===== src/rtl/lvds_lane_aligner.sv =====
// Word-aligns every LVDS deserializer lane against an ADC training pattern by
// pulsing the per-lane bitslip, and forwards rx_in downstream one cycle late.
module lvds_lane_aligner #(
  parameter int unsigned  NLANES        = 14,
  parameter int unsigned  J             = 10,
  parameter logic [J-1:0] PATTERN       = 10'h2AA,
  parameter int unsigned  MATCH_COUNT   = 16,
  parameter int unsigned  SETTLE_CYCLES = 8,
  parameter int unsigned  MAX_SLIPS     = 20
) (
  input  logic                clklvds,
  input  logic                rstn,
  input  logic                start,
  input  logic [NLANES*J-1:0] rx_in,
  output logic [NLANES*J-1:0] bits_out,
  output logic [NLANES-1:0]   bitslip,
  output logic [NLANES-1:0]   lane_locked,
  output logic [NLANES-1:0]   lane_failed,
  output logic                busy,
  output logic                align_done,
  output logic                align_fail
);

  localparam int unsigned MW = $clog2(MATCH_COUNT + 1);
  localparam int unsigned SW = $clog2(MAX_SLIPS + 1);
  localparam int unsigned TW = $clog2(SETTLE_CYCLES + 1);

  localparam logic [MW-1:0] MATCH_LAST  = MW'(MATCH_COUNT - 1);
  localparam logic [SW-1:0] SLIP_MAX    = SW'(MAX_SLIPS);
  localparam logic [TW-1:0] SETTLE_LAST = TW'(SETTLE_CYCLES - 1);

  typedef enum logic [2:0] {
    S_IDLE   = 3'd0,
    S_CHECK  = 3'd1,
    S_SLIP   = 3'd2,
    S_SETTLE = 3'd3,
    S_LOCKED = 3'd4,
    S_FAIL   = 3'd5
  } lane_state_e;

  logic                w_start_acc;
  logic [NLANES-1:0]   w_term_next;
  logic [NLANES-1:0]   w_fail_next;
  logic [NLANES*J-1:0] r_bits;
  logic                r_busy;
  logic                r_done;
  logic                r_fail;

  // A start is only honoured when no alignment is in flight.
  assign w_start_acc = start & ~r_busy;

  for (genvar k = 0; k < NLANES; k++) begin : g_lane
    lane_state_e   r_state;
    logic [MW-1:0] r_match_cnt;
    logic [SW-1:0] r_slip_cnt;
    logic [TW-1:0] r_settle_cnt;
    logic          r_bitslip;
    logic          r_locked;
    logic          r_failed;
    logic          w_match;

    assign w_match = (rx_in[J*k +: J] == PATTERN);

    // Lane will sit in LOCKED or FAIL after this edge; lets done rise in the same cycle.
    assign w_term_next[k] = (r_state == S_LOCKED) || (r_state == S_FAIL) ||
                            ((r_state == S_CHECK) &&
                             (w_match ? (r_match_cnt == MATCH_LAST) : (r_slip_cnt == SLIP_MAX)));
    assign w_fail_next[k] = (r_state == S_FAIL) ||
                            ((r_state == S_CHECK) && !w_match && (r_slip_cnt == SLIP_MAX));

    always_ff @(posedge clklvds or negedge rstn) begin
      if (!rstn) begin
        r_state      <= S_IDLE;
        r_match_cnt  <= '0;
        r_slip_cnt   <= '0;
        r_settle_cnt <= '0;
        r_bitslip    <= 1'b0;
        r_locked     <= 1'b0;
        r_failed     <= 1'b0;
      end else begin
        r_bitslip <= 1'b0;
        if (w_start_acc) begin
          r_state      <= S_CHECK;
          r_match_cnt  <= '0;
          r_slip_cnt   <= '0;
          r_settle_cnt <= '0;
          r_locked     <= 1'b0;
          r_failed     <= 1'b0;
        end else begin
          unique case (r_state)
            S_CHECK: begin
              if (w_match) begin
                r_match_cnt <= r_match_cnt + 1'b1;
                if (r_match_cnt == MATCH_LAST) begin
                  r_state  <= S_LOCKED;
                  r_locked <= 1'b1;
                end
              end else begin
                r_match_cnt <= '0;
                if (r_slip_cnt == SLIP_MAX) begin
                  r_state  <= S_FAIL;
                  r_failed <= 1'b1;
                end else begin
                  r_state   <= S_SLIP;
                  r_bitslip <= 1'b1;
                end
              end
            end
            S_SLIP: begin
              r_state      <= S_SETTLE;
              r_settle_cnt <= '0;
              if (r_slip_cnt != SLIP_MAX) r_slip_cnt <= r_slip_cnt + 1'b1;
            end
            // Words arriving while the deserializer settles are ignored.
            S_SETTLE: begin
              r_settle_cnt <= r_settle_cnt + 1'b1;
              if (r_settle_cnt == SETTLE_LAST) r_state <= S_CHECK;
            end
            default: ;
          endcase
        end
      end
    end

    assign bitslip[k]     = r_bitslip;
    assign lane_locked[k] = r_locked;
    assign lane_failed[k] = r_failed;
  end

  // Pass-through register and aggregate status.
  always_ff @(posedge clklvds or negedge rstn) begin
    if (!rstn) begin
      r_bits <= '0;
      r_busy <= 1'b0;
      r_done <= 1'b0;
      r_fail <= 1'b0;
    end else begin
      r_bits <= rx_in;
      if (w_start_acc) begin
        r_busy <= 1'b1;
        r_done <= 1'b0;
        r_fail <= 1'b0;
      end else if (r_busy && (&w_term_next)) begin
        r_busy <= 1'b0;
        r_done <= 1'b1;
        r_fail <= |w_fail_next;
      end
    end
  end

  assign bits_out   = r_bits;
  assign busy       = r_busy;
  assign align_done = r_done;
  assign align_fail = r_fail;

endmodule

===== config.mk =====
export PLATFORM = sky130hd
export DESIGN_NAME = lvds_lane_aligner
export DESIGN_NICKNAME = d
export VERILOG_FILES = /design/src/rtl/lvds_lane_aligner.sv
export SDC_FILE = /design/constraint.sdc
export NUM_CORES = 1
export LEC_CHECK = 0
export CAP_MARGIN = 20
export CELL_PAD_IN_SITES_DETAIL_PLACEMENT = 1
export CELL_PAD_IN_SITES_GLOBAL_PLACEMENT = 1
export CORE_ASPECT_RATIO = 0.75
export CORE_UTILIZATION = 45
export CTS_CLUSTER_SIZE = 25
export DETAILED_ROUTE_END_ITERATION = 8
export HOLD_SLACK_MARGIN = 0.12
export PLACE_DENSITY = 0.82
export RECOVER_POWER = 100
export SLEW_MARGIN = 0
export SYNTH_ARGS = -nofsm -noshare
export SYNTH_HDL_FRONTEND = slang
export SYNTH_SLANG_ARGS = --single-unit

===== constraint.sdc =====
create_clock -name clklvds -period 5.72 [get_ports clklvds]
set_clock_uncertainty 0.2 [all_clocks]
set_input_delay 1.144 -clock clklvds [delete_from_list [all_inputs] [get_ports clklvds]]
set_output_delay 1.144 -clock clklvds [all_outputs]
set_load 0.005 [all_outputs]

Word-level counts from Yosys, hierarchy flattened
Index checks and enable logic that the tools add are counted.
{ "word_totals": {"ff_bits": 423, "word_cells": 982, "out_inout_bits": 185} }
{ "classes": {"n_reduce_logical": 270, "addsub": 42, "bitwise": 2, "n_eq_ne": 182, "n_mux": 384} }
{ "op_table": {"columns": ["operator", "count"], "rows": [
  ["$mux 5", 84],
  ["$mux 3", 70],
  ["$mux 1", 188],
  ["$reduce_bool 2->1", 85],
  ["$add 5x1->5 const B", 28],
  ["$eq 10x10->1 const B", 14],
  ["$pmux 3 s3", 14],
  ["$reduce_and 3->1", 42],
  ["$pmux 4 s2", 14],
  ["$eq 3x2->1 const B", 28],
  ["$eq 3x3->1 const B", 28],
  ["$eq 5x4->1 const B", 14],
  ["$eq 5x5->1 const B", 14],
  ["$ne 5x5->1 const B", 14],
  ["$add 4x1->4 const B", 14],
  ["$eq 4x3->1 const B", 14],
  ["$mux 4", 14],
  ["$ne 4x3->1 const B", 14],
  ["$reduce_bool 4->1", 14],
  ["$logic_and 1x1->1", 43],
  ["$eq 3x1->1 const B", 14],
  ["$logic_or 1x1->1", 42],
  ["$ne 3x3->1 const B", 14],
  ["$reduce_bool 3->1", 14],
  ["other kinds (7)", 46]
]} }

Logic depth before layout (Yosys ltp)
Gate-level depths: netlist (run 1).
{ "depth": {"depth_word": 8, "mapped_depth": 9} }

Worst setup path before layout (run 1)
No wires, ideal clock.
{ "synth_timing": {"path_type": "input to register", "from": "in rx_in[106]", "to": "reg g_lane[10].r_state[1]", "n_path_buf": 0, "required_ps": 5382, "slack_ps": 2621, "cell_stages": 6, "t_arrival_ps": 2760, "path_cell_list": "or4bb_1 nor4_2 nand2_1 o221a_2 a22oi_1 o22ai_1"} }
{ "synth_via": {"elab_chain_len": 4} }
{ "synth_rtl": {"columns": ["item", "line_no", "text"], "rows": [
  ["start: declaration", "14", "input logic [NLANES*J-1:0] rx_in,"],
  ["$eq 10x10->1 *", "62", "assign w_match = (rx_in[J*k +: J] == PATTERN);"],
  ["$mux 3", "92", "if (w_match) begin"],
  ["$pmux 3 s3", "90", "unique case (r_state)"],
  ["$mux 3", "82", "if (w_start_acc) begin"],
  ["end signal: assignment", "83", "r_state <= S_CHECK;"],
  ["end signal: assignment", "95", "r_state <= S_LOCKED;"],
  ["end signal: assignment", "101", "r_state <= S_FAIL;"],
  ["end: declaration", "53", "lane_state_e r_state;"]
]} }
Every way passes the cells marked *; elsewhere a longest branch is shown, timed or not.
A chain may end at the register's enable or synchronous reset.

Worst setup path after layout (run 1)
{ "layout_timing": {"from": "in rx_in[78]", "to": "reg r_fail, in the netlist align_fail"} }
{ "layout_via": {"elab_chain_len": 8} }
{ "layout_rtl": {"columns": ["item", "line_no", "text"], "rows": [
  ["$eq 10x10->1 *", "62", null],
  ["$logic_not 1->1", "69", "((r_state == S_CHECK) && !w_match && (r_slip_cnt == SLIP_MAX));"],
  ["$logic_and 1x1->1 (2 in a row)", "69", null],
  ["$logic_or 1x1->1", "68", "assign w_fail_next[k] = (r_state == S_FAIL) ||"],
  ["$reduce_or 14->1", "146", "r_fail <= |w_fail_next;"],
  ["$mux 1", "143", "end else if (r_busy && (&w_term_next)) begin"],
  ["$mux 1", "139", "if (w_start_acc) begin"],
  ["end signal: assignment", "146", null],
  ["end: declaration", "47", "logic r_fail;"]
]} }
Every way passes the cells marked *; elsewhere a longest branch is shown, timed or not. The select of a mux whose other input is x is not followed.

==> flow_summary_export.csv, run 1 <==
group,metric,value,unit
yosys,synth_ff_type,"dfrtp_1",
setup_path,crit_path_start,"rx_in[78]",
drt,antenna_left,0,
floorplanning,start_util,0.462,
cts,clockBufferDepth,3,
setup_path,worstPathMaxFanout,3,
worst_hold_path,min_path_cells,2,
cells_and_area,nFillCells,4468,
yosys,synth_edf_count,0,
yosys,syn_inst,1827,
setup_path,crit_arrival,4560,ps
power_and_ir_drop,power,10.3,mW
setup_path,path_class,"in2reg",
sta,worst_slew_pin_slew,3340,ps
drt,totalWireLength,52.0,mm
grt,grt_max_degree,123,
power_and_ir_drop,pwr_density_cell,428,mW/mm²
setup_path,rrSetupSlack,2200,ps
yosys,synth-seq-cells,423,
cts,clkTransAtPathRegs,60,ps
yosys,netlist_area,0.0190,mm²
grt,grt_usage,0.246,
power_and_ir_drop,internal-power,6.64,mW
power_and_ir_drop,power_frac_comb,0.293,
place,dp_hpwl,37.4,mm
setup_path,reg2reg_to,"align_fail$_DFFE_PN0P_",
floorplanning,fp.dieW,240,µm
place,port_buffers,327,
setup_path,reg2reg_from,"g_lane[1].r_state[2]$_DFFE_PN0P_",
floorplanning,io_pins,328,
floorplanning,rows,64,
sta,setup_slack,1450,ps
yosys,synthDistinctLibCells,79,
sta,setup_viol,0,
floorplanning,die-area,0.0432,mm²
power_and_ir_drop,power_frac_clock,0.280,
sta,slew_violations,121,
setup_path,startpoint_type,"input pin",
setup_path,endpoint,"align_fail$_DFFE_PN0P_",
yosys,yosysSeqAreaShare,0.556,
setup_path,ff2ff_path_depth,6,
setup_path,critical_path_required,6010,ps
drt,via_count,15000,
place,gp_congestion,0.818,
grt,antenna_found_initial,3,
power_and_ir_drop,seqPwrFrac,0.427,
place,placed_cell_area,0.0226,mm²
yosys,yosys.area_share.simple,0.202,
cts,numCtsBuffers,44,
worst_hold_path,hp-class,"reg2reg",
drt,viasPerCell,5.54,
setup_path,end_kind,"flip-flop",
cells_and_area,register_area,0.0106,mm²
cts,cts_resized,0,
yosys,syn_avg_cell_area,10.4,µm²
yosys,yosysWarnings,0,
drt,initialDrtViolationCount,806,
cells_and_area,fin_nets,2332,
grt,grt.overflow.total,0,
cts,cts_max_level,2,
yosys,synth_fa_ha_area_frac,0.0460,
flow_run,maxCapViolations,1,
cells_and_area,stdcell_area,0.0240,mm²
grt,grt_pass1_wl,86.0,mm
floorplanning,die_height,180,µm
cts,root_buffer,"clkbuf_16",
cells_and_area,multi_input_area,0.00756,mm²
sta,hold_violations,0,
drt,wl_per_cell,19.2,µm
place,dpl_worst_slack,1530,ps
outcome,failed_checks,"max-capacitance violations, max-slew violations",
yosys,synth-compound-area-share,0.110,
drt,drc,0,
yosys,async_flop_share,1.00,
sta,tns,0,ps
yosys,synthMuxAreaShare,0.0124,
cells_and_area,drive_above_1_share,0.0548,
floorplanning,coreArea,0.0412,mm²
outcome,status,"finished, violations left",
drt,first_pass_iters,5,
cts,numClockSinks,423,
cts,cts_tree,"yes",
cts,holdBufCountCts,0,
sta,fin_crit_sh,0.746,
yosys,syn_nets,2040,
sta,rsz0062_at_grt,"no",
cells_and_area,syn2layout_area_growth,26.2,%
sta,fmax,234,MHz
power_and_ir_drop,p_sw,3.64,mW
sta,slew_headroom,-1.23,
power_and_ir_drop,ir_drop,0.000253,V
sta,period_needed,4270,ps
cts,clk_latency,570,ps
yosys,synth_top_family_by_area,"simple AND/OR/NAND/NOR gates",
cts,post-cts-setup-buffer-count,0,
grt,grt_pass1_vias,16300,
power_and_ir_drop,p_leak,10.8,nW
yosys,yosys.area_share.xor_xnor,0.0285,
power_and_ir_drop,swShare,0.354,
cells in the final DEF, fill, tap and decap left out, drive strengths merged, types with 11 or more instances in the layout:
master,instances
dfrtp,423
dlygate4sd3,326
nor2,234
nand2,128
o21ai,113
a21oi,104
inv,89
ha,70
clkbuf,69
nand3,62
nor3,55
xor2,48
nand4,39
nor2b,34
nor4bb,30
and3,28
nand3b,23
mux2i,18
nand4b,15
xnor2,14
a31oi,14
a22oi,13
and2,13
nand2b,13
a22o,12
buf,12
and4b,11
logic make-up (layout without fill, tap and decap cells):
logic type / Yosys count / after routing
AO/OA/AOI/OAI: 336 / 336
XOR/XNOR: 62 / 62
adder cells (fa/ha/maj): 70 / 70
buffers and inverters: 182 / 507
flip-flops: 423 / 423
multiplexers: 23 / 23
other: 0 / 2
AND/OR/NAND/NOR: 731 / 731
cell type report:
cell class,instances,share of cell area
sequential,423,0.441
clock inverter,13,0.00422
clock buffer,66,0.0564
multi-input combinational,1222,0.315
timing repair buffer,341,0.141
tap,561,0.0292
inverter,87,0.0136
antenna,2,0.000208
registers in the layout (all words and copies together) (netlist names), 14 cells and up:
register,flops
bits_out,140
g_lane.r_bitslip,14
g_lane.r_settle_cnt,56
g_lane.r_slip_cnt,70
g_lane.r_locked,14
g_lane.r_state,42
g_lane.r_match_cnt,70
g_lane.r_failed,14
critical path, cell delays in order:
cell and delay (ps):
dlygate4sd3_1 580, nor4bb_1 960, and3_2 360, a311o_2 220
nand4b_2 90, a2111oi_0 930, mux2i_1 260
synth_stat cells, types with 18 or more instances:
master / number / area share
a21oi_1: 104 / 0.027
and3_1: 23 / 0.0076
buf_4: 42 / 0.017
clkbuf_1: 43 / 0.0085
dfrtp_1: 423 / 0.56
ha_1: 70 / 0.046
inv_1: 87 / 0.017
mux2i_1: 18 / 0.0095
nand2_1: 128 / 0.025
nand3_1: 60 / 0.016
nand3b_1: 23 / 0.0091
nand4_1: 39 / 0.013
nor2_1: 234 / 0.046
nor2b_1: 34 / 0.011
nor3_1: 55 / 0.014
nor4bb_1: 30 / 0.016
o21ai_0: 113 / 0.030
xor2_1: 48 / 0.022
worst min path at each step:
| stage | startpoint | to | slack [ps] |
|---|---|---|---|
| 2_1_floorplan | g_lane[10].r_match_cnt[3]$_DFFE_PN0N_ | g_lane[10].r_match_cnt[3]$_DFFE_PN0N_ | 240 |
| 3_3_place_gp | g_lane[10].r_settle_cnt[3]$_DFFE_PN0P_ | g_lane[10].r_settle_cnt[3]$_DFFE_PN0P_ | 260 |
| 3_5_place_dp | g_lane[1].r_settle_cnt[3]$_DFFE_PN0P_ | g_lane[1].r_settle_cnt[3]$_DFFE_PN0P_ | 270 |
| 4_1_cts | g_lane[12].r_settle_cnt[3]$_DFFE_PN0P_ | g_lane[12].r_settle_cnt[3]$_DFFE_PN0P_ | 280 |
| 5_1_grt | g_lane[12].r_settle_cnt[3]$_DFFE_PN0P_ | g_lane[12].r_settle_cnt[3]$_DFFE_PN0P_ | 300 |
| 6_report | g_lane[9].r_match_cnt[4]$_DFFE_PN0N_ | g_lane[9].r_match_cnt[4]$_DFFE_PN0N_ | 280 |
through the flow:
step / util / std cells / hold slack, ps
floorplan: - / 1827 / 237
global placement: 0.548 / 2633 / 261
detailed placement: 0.548 / 2633 / 269
CTS: 0.584 / 2712 / 283
global route: 0.583 / 2715 / 297
finish: 0.583 / 2715 / 280
metal layers:
layer | global-route usage | share of wire | wire length (µm)
met5 | 0 | 0 | 0
met1 | 0.329 | 0.45 | 23300
met2 | 0.406 | 0.48 | 24900
met3 | 0.0518 | 0.054 | 2790
met4 | 0.0608 | 0.020 | 1050
power by group through the flow:
stage               Sequential (mW)  Combinational, mW  Clock, mW
floorplan                      4.19               2.21          0
global placement               4.37               2.87          0
detailed placement             4.43               3.07          0
CTS                            4.40               3.11       2.96
global route                   4.50               3.41       3.07
finish                         4.40               3.01       2.88
No activity file was read; power rests on OpenSTA's default activity.
==> run 2, diff against run 1 <==
CORE_UTILIZATION = 37   (was 45)
PLACE_DENSITY = 0.72   (was 0.82)
clock period = 3.7 ns   (was 5.72 ns; I/O delays follow)
==> run 2 against run 1 <==
- the flow still finishes with violations (max-capacitance violations, max-slew violations)
- sequential power is 54% higher
- sequential share of layout area down 0.85 points
- clock power is 70% higher
- flip-flop and latch count did not move
- cell count increased by 4.9%
- critical path type unchanged
==> flow_summary_export.csv, run 2 (synthesized netlist as in run 1, its figures left out) <==
group,metric,value,unit
grt,grt_pass1_wl,86.2,mm
cells_and_area,nFillCells,5489,
setup_path,critical_path_required,3990,ps
grt,antenna_found_initial,1,
drt,drc,0,
cts,root_buffer,"clkbuf_16",
power_and_ir_drop,pwr_density_cell,665,mW/mm²
grt,grt_max_degree,90,
cells_and_area,mostFrequentLayoutCell,"dfrtp_1",
cts,post-cts-setup-buffer-count,0,
place,port_buffers,327,
setup_path,worstPathMaxFanout,4,
power_and_ir_drop,ir_drop,0.000310,V
power_and_ir_drop,power,16.3,mW
setup_path,cp_num_cells,8,
setup_path,ff2ff_path_depth,10,
cts,clkTransAtPathRegs,60,ps
drt,wl_per_cell,18.4,µm
drt,initialDrtViolationCount,887,
power_and_ir_drop,internal-power,10.6,mW
cells_and_area,largest_reg_flops,140,
floorplanning,start_util,0.377,
power_and_ir_drop,p_leak,10.9,nW
outcome,failed_checks,"max-capacitance violations, max-slew violations",
floorplanning,coreArea,0.0505,mm²
sta,tns,0,ps
cts,clk_latency,580,ps
worst_hold_path,min_path_cells,1,
sta,slew_violations,61,
outcome,status,"finished, violations left",
cts,clockBufferDepth,3,
setup_path,startpoint_type,"input pin",
drt,first_pass_iters,7,
sta,fin_crit_sh,0.893,
power_and_ir_drop,power_frac_clock,0.302,
cts,cts_tree,"yes",
setup_path,path_class,"in2reg",
cts,numCtsBuffers,45,
setup_path,path_buf_inv,2,
grt,grt.overflow.total,0,
sta,hold_violations,0,
setup_path,crit_family,"simple AND/OR/NAND/NOR gates",
cells_and_area,syn2layout_area_growth,28.6,%
floorplanning,rows,71,
flow_run,maxCapViolations,1,
power_and_ir_drop,swShare,0.346,
sta,setup_viol,0,
cells_and_area,mostFrequentLayoutCells,"dfrtp_1, dlygate4sd3_1, nor2_1",
sta,slew_headroom,-0.0201,
place,gp_congestion,0.802,
drt,totalWireLength,52.5,mm
grt,grt_pass1_vias,16000,
drt,via_count,15100,
sta,fmax,303,MHz
power_and_ir_drop,seqPwrFrac,0.416,
drt,antenna_left,0,
setup_path,end_kind,"flip-flop",
drt,viasPerCell,5.29,
floorplanning,io_pins,328,
setup_path,crit_arrival,3590,ps
sta,rsz0062_at_grt,"no",
floorplanning,die_height,198,µm
setup_path,max_stage_delay,720,ps
worst_hold_path,hp-class,"reg2reg",
power_and_ir_drop,power_frac_comb,0.283,
sta,worst_slew_pin_slew,1530,ps
power_and_ir_drop,p_sw,5.64,mW
cts,cts_max_level,2,
setup_path,cp_slowest_cell,"nor4bb_1",
setup_path,cp_cell_sequence,"dlygate4sd3_1, nor4bb_1, a41oi_1, a32oi_1, clkbuf_1, nand4_1, a2111oi_4, mux2i_1",
sta,period_needed,3300,ps
cells_and_area,drive_above_1_share,0.0621,
grt,grt_usage,0.203,
floorplanning,fp.dieW,264,µm
cells_and_area,fin_nets,2367,
place,dp_hpwl,37.9,mm
cts,numClockSinks,423,
floorplanning,die-area,0.0524,mm²
-- run 2: per-stage QoR --
step | hold WS (ps) | utilization | instances | area [µm²] | setup WS [ps]
after floorplan | 237 | - | 1827 | 19000 | 1010
after global placement | 257 | 0.456 | 2762 | 23000 | 1.96
after detailed placement | 262 | 0.456 | 2762 | 23000 | 32.7
after CTS | 283 | 0.488 | 2845 | 24600 | 632
after global routing | 297 | 0.485 | 2847 | 24500 | 244
final | 283 | 0.485 | 2847 | 24500 | 397
-- run 2: path summary, 6_finish.rpt --
kind | to | slack [ps] | start
setup / recovery | align_fail$_DFFE_PN0P_ | 400 | rx_in[0]
hold / removal | g_lane[1].r_settle_cnt[3]$_DFFE_PN0P_ | 280 | g_lane[1].r_settle_cnt[3]$_DFFE_PN0P_
min in group asynchronous | g_lane[1].r_slip_cnt[2]$_DFFE_PN0P_ | 550 | rstn
setup reg to reg | align_fail$_DFFE_PN0P_ | 640 | g_lane[1].r_match_cnt[0]$_DFFE_PN0N_
hold reg to reg | g_lane[1].r_settle_cnt[3]$_DFFE_PN0P_ | 280 | g_lane[1].r_settle_cnt[3]$_DFFE_PN0P_
max in group asynchronous | bits_out[33]$_DFF_PN0_ | 760 | rstn
-- run 2: power by group through the flow --
stage / logic, mW / registers (mW) / clock network (mW)
finish: 4.60 / 6.77 / 4.91
global route: 5.26 / 6.95 / 5.24
CTS: 4.81 / 6.78 / 5.08
detailed placement: 4.75 / 6.85 / 0
global placement: 4.50 / 6.76 / 0
floorplan: 3.42 / 6.48 / 0
-- run 2: layer usage --
metal | global-route usage | vias to the layer above | routed length (µm)
met1 | 0.275 | 7610 | 24300
met5 | 0 | - | 0
met2 | 0.325 | 303 | 24200
met4 | 0.0543 | 0 | 1040
met3 | 0.0470 | 69 | 2830
li1 | - | 7082 | -
-- run 2: area by class of cell --
class                   count  area, µm²  area share
repair buffers            375       3570       0.146
inverters                  87        327      0.0133
clock buffers              62       1350      0.0552
diodes                      1       2.50    0.000102
flip-flops and latches    423      10600       0.432
well taps                 657        822      0.0336
multi-input cells        1222       7580       0.309
clock inverters            20        260      0.0106
-- run 2: worst reg2reg max path, delay by kind of cell (launching register included) --
family                   cells  cell delay, ps
multiplexers                 1             240
adder cells (fa/ha/maj)      2             390
AO/OA/AOI/OAI                2             610
flip-flops                   1             400
buffers and inverters        1             290
AND/OR/NAND/NOR              4             850
-- run 2: what timing repair did --
| item | 4_1_cts | 5_1_grt |
|---|---|---|
| endpoints found under the hold margin | 78 | 0 |
| hold buffers | 1 | 0 |
| resized for setup | 0 | 0 |
